## config.mk

```make
export PLATFORM = sky130hd
export DESIGN_NAME = inert_fusion_integ
export DESIGN_NICKNAME = d
export VERILOG_FILES = /design/src/rtl/inert_pkg.sv /design/src/rtl/inert_axis_acc.sv /design/src/rtl/inert_fusion_integ.sv
export SDC_FILE = /design/constraint.sdc
export NUM_CORES = 1
export LEC_CHECK = 0
export ABC_AREA = 1
export BUFFER_PORTS_ARGS = -buffer_cell sky130_fd_sc_hd__buf_2
export CORE_ASPECT_RATIO = 0.7
export CORE_UTILIZATION = 65
export DETAILED_ROUTE_END_ITERATION = 8
export PLACE_DENSITY_LB_ADDON = 0.3
export SYNTH_ARGS = -nofsm -noshare
export SYNTH_HDL_FRONTEND = slang
export SYNTH_SLANG_ARGS = --single-unit
```

## constraint.sdc

```tcl
create_clock -name clk -period 9.5 [get_ports clk]
set_input_delay 0.95 -clock clk [delete_from_list [all_inputs] [get_ports clk]]
set_output_delay 0.95 -clock clk [all_outputs]
set_load 0.005 [all_outputs]
```

## src/rtl/inert_pkg.sv

```systemverilog
// Shared types and constants for the inertial fusion integrator.
// The calibration length, the accel scale factor and the integrator geometry live here.
package inert_pkg;

    typedef enum logic [1:0] {
        IDLE = 2'd0,
        CAL  = 2'd1,
        RUN  = 2'd2
    } state_t;

    localparam int RATE_W        = 16;
    localparam int CAL_LOG2_FAST = 8;
    localparam int CAL_LOG2_FULL = 11;
    localparam int ACC_SCALE     = 327;
    localparam int INT_W         = 27;
    localparam int OUT_LSB       = 11;

    function automatic int cal_log2(input bit fast_sim);
        return fast_sim ? CAL_LOG2_FAST : CAL_LOG2_FULL;
    endfunction

    // Accel-derived angle: (a * 327) >>> 8. Bits [23:8] of the product are the 16-bit result.
    function automatic logic [15:0] acc_angle(input logic [15:0] a);
        logic signed [31:0] prod;
        prod = 32'($signed(a)) * 32'sd327;
        return prod[23:8];
    endfunction

endpackage

```

## src/rtl/inert_axis_acc.sv

```systemverilog
// One axis: it accumulates the calibration sum, holds the rate offset, and integrates the
// offset-corrected rate with an optional +/-FUSION pull toward the accel-derived angle.
module inert_axis_acc
    import inert_pkg::*;
#(
    parameter int CAL_LOG2 = 8,
    parameter int FUSION   = 1024
) (
    input  logic        clk,
    input  logic        rst,
    input  logic        clr,
    input  logic        cal_en,
    input  logic        cal_last,
    input  logic        run_en,
    input  logic [15:0] rate,
    input  logic        fus_en,
    input  logic [15:0] acc_ang,
    output logic [15:0] ang
);
    localparam int SUM_W = RATE_W + CAL_LOG2;

    logic signed [SUM_W-1:0] sum_q, sum_d, sum_shift;
    logic signed [15:0]      off_q, off_d;
    logic signed [INT_W-1:0] int_q, int_d, fus;
    logic signed [16:0]      diff;
    logic signed [15:0]      ang_q;

    always_comb begin
        sum_d     = sum_q + SUM_W'($signed(rate));
        sum_shift = sum_d >>> CAL_LOG2;
        off_d     = sum_shift[15:0];
        diff      = {rate[15], rate} - {off_q[15], off_q};
        fus       = '0;
        if (fus_en) begin
            // Compare against the angle currently presented, not the raw integrator
            fus = ($signed(acc_ang) > ang_q) ? INT_W'(FUSION) : -INT_W'(FUSION);
        end
        int_d = int_q + INT_W'(diff) + fus;
    end

    always_ff @(posedge clk) begin
        if (rst) begin
            sum_q <= '0;
            off_q <= '0;
            int_q <= '0;
            ang_q <= '0;
        end else if (clr) begin
            sum_q <= '0;
            int_q <= '0;
            ang_q <= '0;
        end else begin
            if (cal_en) begin
                sum_q <= sum_d;
                if (cal_last) off_q <= off_d;
            end
            if (run_en) begin
                int_q <= int_d;
                ang_q <= int_d[INT_W-1:OUT_LSB];
            end
        end
    end

    assign ang = ang_q;

endmodule

```

## src/rtl/inert_fusion_integ.sv

```systemverilog
// Gyro calibration and integration with accel fusion on pitch and roll.
// Handshake: vld is a one-cycle strobe with no backpressure; strt_cal overrides a coincident vld.
module inert_fusion_integ
    import inert_pkg::*;
#(
    parameter bit FAST_SIM = 1'b1,
    parameter int FUSION   = 1024
) (
    input  logic        clk,
    input  logic        rst,
    input  logic        strt_cal,
    input  logic        vld,
    input  logic [15:0] ptch_rt,
    input  logic [15:0] roll_rt,
    input  logic [15:0] yaw_rt,
    input  logic [15:0] ax,
    input  logic [15:0] ay,
    output logic        cal_done,
    output logic [15:0] ptch,
    output logic [15:0] roll,
    output logic [15:0] yaw,
    output logic [1:0]  state_dbg
);
    localparam int CAL_LOG2 = cal_log2(FAST_SIM);

    state_t              state_q;
    logic [CAL_LOG2-1:0] cnt_q;
    logic                cal_done_q;
    logic                cal_last, cal_en, run_en;
    logic [15:0]         acc_ptch, acc_roll;

    assign cal_last = &cnt_q;
    assign cal_en   = (state_q == CAL) && vld && !strt_cal;
    assign run_en   = (state_q == RUN) && vld && !strt_cal;
    assign acc_ptch = acc_angle(ay);
    assign acc_roll = acc_angle(ax);

    always_ff @(posedge clk) begin
        if (rst) begin
            state_q    <= IDLE;
            cnt_q      <= '0;
            cal_done_q <= 1'b0;
        end else if (strt_cal) begin
            state_q    <= CAL;
            cnt_q      <= '0;
            cal_done_q <= 1'b0;
        end else begin
            case (state_q)
                CAL: if (vld) begin
                    cnt_q <= cnt_q + 1'b1;
                    if (cal_last) begin
                        state_q    <= RUN;
                        cal_done_q <= 1'b1;
                    end
                end
                default: ;
            endcase
        end
    end

    inert_axis_acc #(.CAL_LOG2(CAL_LOG2), .FUSION(FUSION)) u_ptch (
        .clk(clk), .rst(rst), .clr(strt_cal), .cal_en(cal_en), .cal_last(cal_last),
        .run_en(run_en), .rate(ptch_rt), .fus_en(1'b1), .acc_ang(acc_ptch), .ang(ptch)
    );

    inert_axis_acc #(.CAL_LOG2(CAL_LOG2), .FUSION(FUSION)) u_roll (
        .clk(clk), .rst(rst), .clr(strt_cal), .cal_en(cal_en), .cal_last(cal_last),
        .run_en(run_en), .rate(roll_rt), .fus_en(1'b1), .acc_ang(acc_roll), .ang(roll)
    );

    inert_axis_acc #(.CAL_LOG2(CAL_LOG2), .FUSION(FUSION)) u_yaw (
        .clk(clk), .rst(rst), .clr(strt_cal), .cal_en(cal_en), .cal_last(cal_last),
        .run_en(run_en), .rate(yaw_rt), .fus_en(1'b0), .acc_ang(16'd0), .ang(yaw)
    );

    assign cal_done  = cal_done_q;
    assign state_dbg = state_q;

endmodule

```

==> summary.md <==
| Metric | Value |
|---|---|
| Status | finished, final reports clean |
| Die W | 254 um |
| Busiest layer in global routing | met2 |
| Compound-Gate Fraction of Synth Area | 0.0887 |
| Dpl hpwl | 63,100 um |
| Met2 Track Usage GR | 0.533 |
| Post-synthesis mux area share | 0 |
| Total track usage | 0.343 |
| Crit Path Class | in -> reg |
| Initial Util | 0.660 |
| Avg Cell Area, Syn | 6.28 um^2 |
| Hold WC Path Type | reg -> reg |
| LEAKAGE | 0.0182 uW |
| Fin. max-slew vios | 0 |
| Final-stage net count | 5,282 |
| CP startpoint kind | primary input |
| PostCTS Resize Cnt | 0 |
| Area grow syn2layout | 5.73% |
| Longest Clk Path Bufs | 3 |
| TNS Setup | 0 ns |
| CTS Buf Count | 23 |
| Pre-CTS setup slack | 0.420 ns |
| Sequential area share after synthesis | 0.146 |
| Max Cap Viol | 0 |
| Pwr dens | 357 nW/um^2 |
| Worst slew pin tran | 1.16 ns |
| Post-CTS Setup Repair Bufs | 0 |
| Synth Area in Adders | 0.275 |
| Final wirelength | 77,200 um |
| Count of final hold-check violations | 0 |
| Die Ht | 179 um |
| GRT overflow | 0 |
| Slew HR | 0.227 |
| H-tree Lvls | 1 |
| Largest family of logic cells by synthesized area | simple AND/OR/NAND/NOR gates |
| Final setup fails | 0 |
| Leading area contributor after synthesis | ha_1 |
| VDD IR max | 0.558 mV |
| Largest net degree at the start of global routing | 92 |
| Top cell by count, worst path | nand2_1 |
| Met1 usage | 0.492 |
| CTS Hold Bufs | 0 |
| Routed via count | 27,700 |
| Post-Layout Inst Area | 30,600 um^2 |
| Vias per inst | 5.25 |
| Cell Area, Placed | 29,800 um^2 |
| DRT Pass-1 Iters | 6 |
| Most frequent cells in the layout | nand2_1 (1,181), inv_1 (1,159), nor2_1 (412) |
| Row count | 64 |
| Most common cell after layout, fill and taps aside | nand2_1 |
| EDFF count, synth | 0 |
| DRC | 0 |
| Post-Synth Simple-Gate Area | 0.285 |
| Data arrival, critical path | 9.24 ns |
| Root buffer cell | clkbuf_16 |
| Synthesized area | 28,900 um^2 |
| Ys flop type | dfxtp_1 |
| WL/cell | 14.6 um |
| DRT antenna net count | 0 |
| Worst path required time | 9.92 ns |
| Worst Skew | 0.0199 ns |
| Critical Path Max Stage Delay | 0.93 ns |
| Die Footprint | 45,400 um^2 |
| Slowest cell on crit path | a21oi_1 |
| I/O Pins | 135 |
| F_max | 0.113 GHz |
| Initial antenna violation count | 0 |
| Core Area | 43,800 um^2 |
| Reg2reg start | u_ptch.ang[15] |
| Worst-path clk slew | 0.06 ns |
| N_diodes | 0 |
| Synth cell types | 39 |
| Ranking of synthesized cells by area | ha_1 (16%), nand2_1 (15%), inv_1 (15%) |
| Clk Latency, worst-skew pair | 0.54 ns |
| Routability cong. | 1.01 |
| Ys async rst share | 0 |
| Unrepaired setup endpoints after global routing | false |
| Final min period | 8.82 ns |
| XOR/XNOR share of the synthesized area | 0.0321 |
| Fin crit share | 0.928 |
| Met3 Use GR | 0.0581 |
| Warnings from Yosys | 0 |
| Layout cells sized above 1 | 0.0438 |
| Worst Setup SP | ay[14] |
| Number of global-route vias before repair | 25,100 |
| First-pass GRT wire length | 125,000 um |
| Initial DRC count | 2,418 |
| Hold path startpoint | u_yaw.int_q[0] |
| Clk sinks | 211 |
| Endpoint class of the critical path | flip-flop |
| PnR worst setup slack | 0.681 ns |
| Port buffer count | 134 |
| FF+latch count, synth | 211 |
| CP Max Fanout | 9 |
| Yosys top cell area share | 0.159 |
| Syn Nets | 5,225 |
| Mapped Cells | 4,606 |
| CTS tree | built |
registers in the layout (all words and copies together), names as in the netlist:
register	count
cal_done	1
cnt_q	8
state_dbg	1
u_ptch.ang	16
u_ptch.int_q	11
u_ptch.off_q	16
u_ptch.sum_q	24
u_roll.ang	16
u_roll.int_q	11
u_roll.off_q	16
u_roll.sum_q	24
u_yaw.ang	16
u_yaw.int_q	11
u_yaw.off_q	16
u_yaw.sum_q	24
kinds of logic (layout without fill, tap and decap cells):
kind of cell	count (synthesis)	count (layout)
AOI/OAI and AO/OA	465	465
xor gates and xnor gates	106	106
adders and majority gates	535	535
buffers and inverters	1275	1347
DFF	211	211
and+or+nand+nor	2014	2014
layer usage:
| layer | up-vias | share of wire |
|---|---|---|
| met4 | 0 | 0.026 |
| li1 | 14100 | - |
| met5 | - | 0 |
| met3 | 107 | 0.079 |
| met1 | 12600 | 0.47 |
| met2 | 877 | 0.42 |
critical path: cells and delay by family:
kind                     cells  cell delay [ns]
buffers and inverters       10             0.78
adder cells (fa/ha/maj)      9             3.62
AND/OR/NAND/NOR             14             1.92
AO/OA/AOI/OAI                6             1.98
path summary, 6_finish.rpt:
| check | endpoint | cells past startpoint | slack, ns |
|---|---|---|---|
| hold / removal | u_yaw.int_q[0] | 2 | 0.46 |
| setup reg to reg | u_ptch.ang[7] | 21 | 4.77 |
| hold reg to reg | u_yaw.int_q[0] | 2 | 0.46 |
| setup / recovery | u_ptch.ang[7] | 39 | 0.68 |
per-stage QoR:
step	utilization	instances	power (uW)	hold WS (ns)
finish	0.698	5272	10900	0.463
global route	0.698	5272	12200	0.490
CTS	0.698	5272	10800	0.463
detailed placement	0.680	5232	9730	0.452
global placement	0.680	5232	9520	0.450
floorplan	-	4606	7670	0.435
layout make-up:
type                    instances  area (um^2)
well taps                     594          743
fillers                      4044        13200
inverters                    1163         4370
flip-flops and latches        211         4220
multi-input cells            3120        19700
clock inverters                12          148
clock buffers                  28          634
repair buffers                144          746
where the power goes:
group / internal (uW) / leakage [uW] / switching [uW]
clock network: 557 / 0.000384 / 401
logic: 3160 / 0.0161 / 5910
registers: 894 / 0.00170 / 5.85
cell usage after synthesis, types with 12 or more instances:
library cell / count
nand3_1: 297
a21o_1: 21
nand4_1: 61
xnor2_1: 22
o21a_1: 39
o21bai_1: 26
nand2_1: 1181
ha_1: 368
clkbuf_1: 39
o21ai_0: 114
inv_1: 1160
xor2_1: 84
buf_4: 53
dfxtp_1: 211
buf_2: 12
nor2_1: 413
fa_1: 167
a21oi_1: 254
nor3_1: 21
No activity file was read; power rests on OpenSTA's default activity.
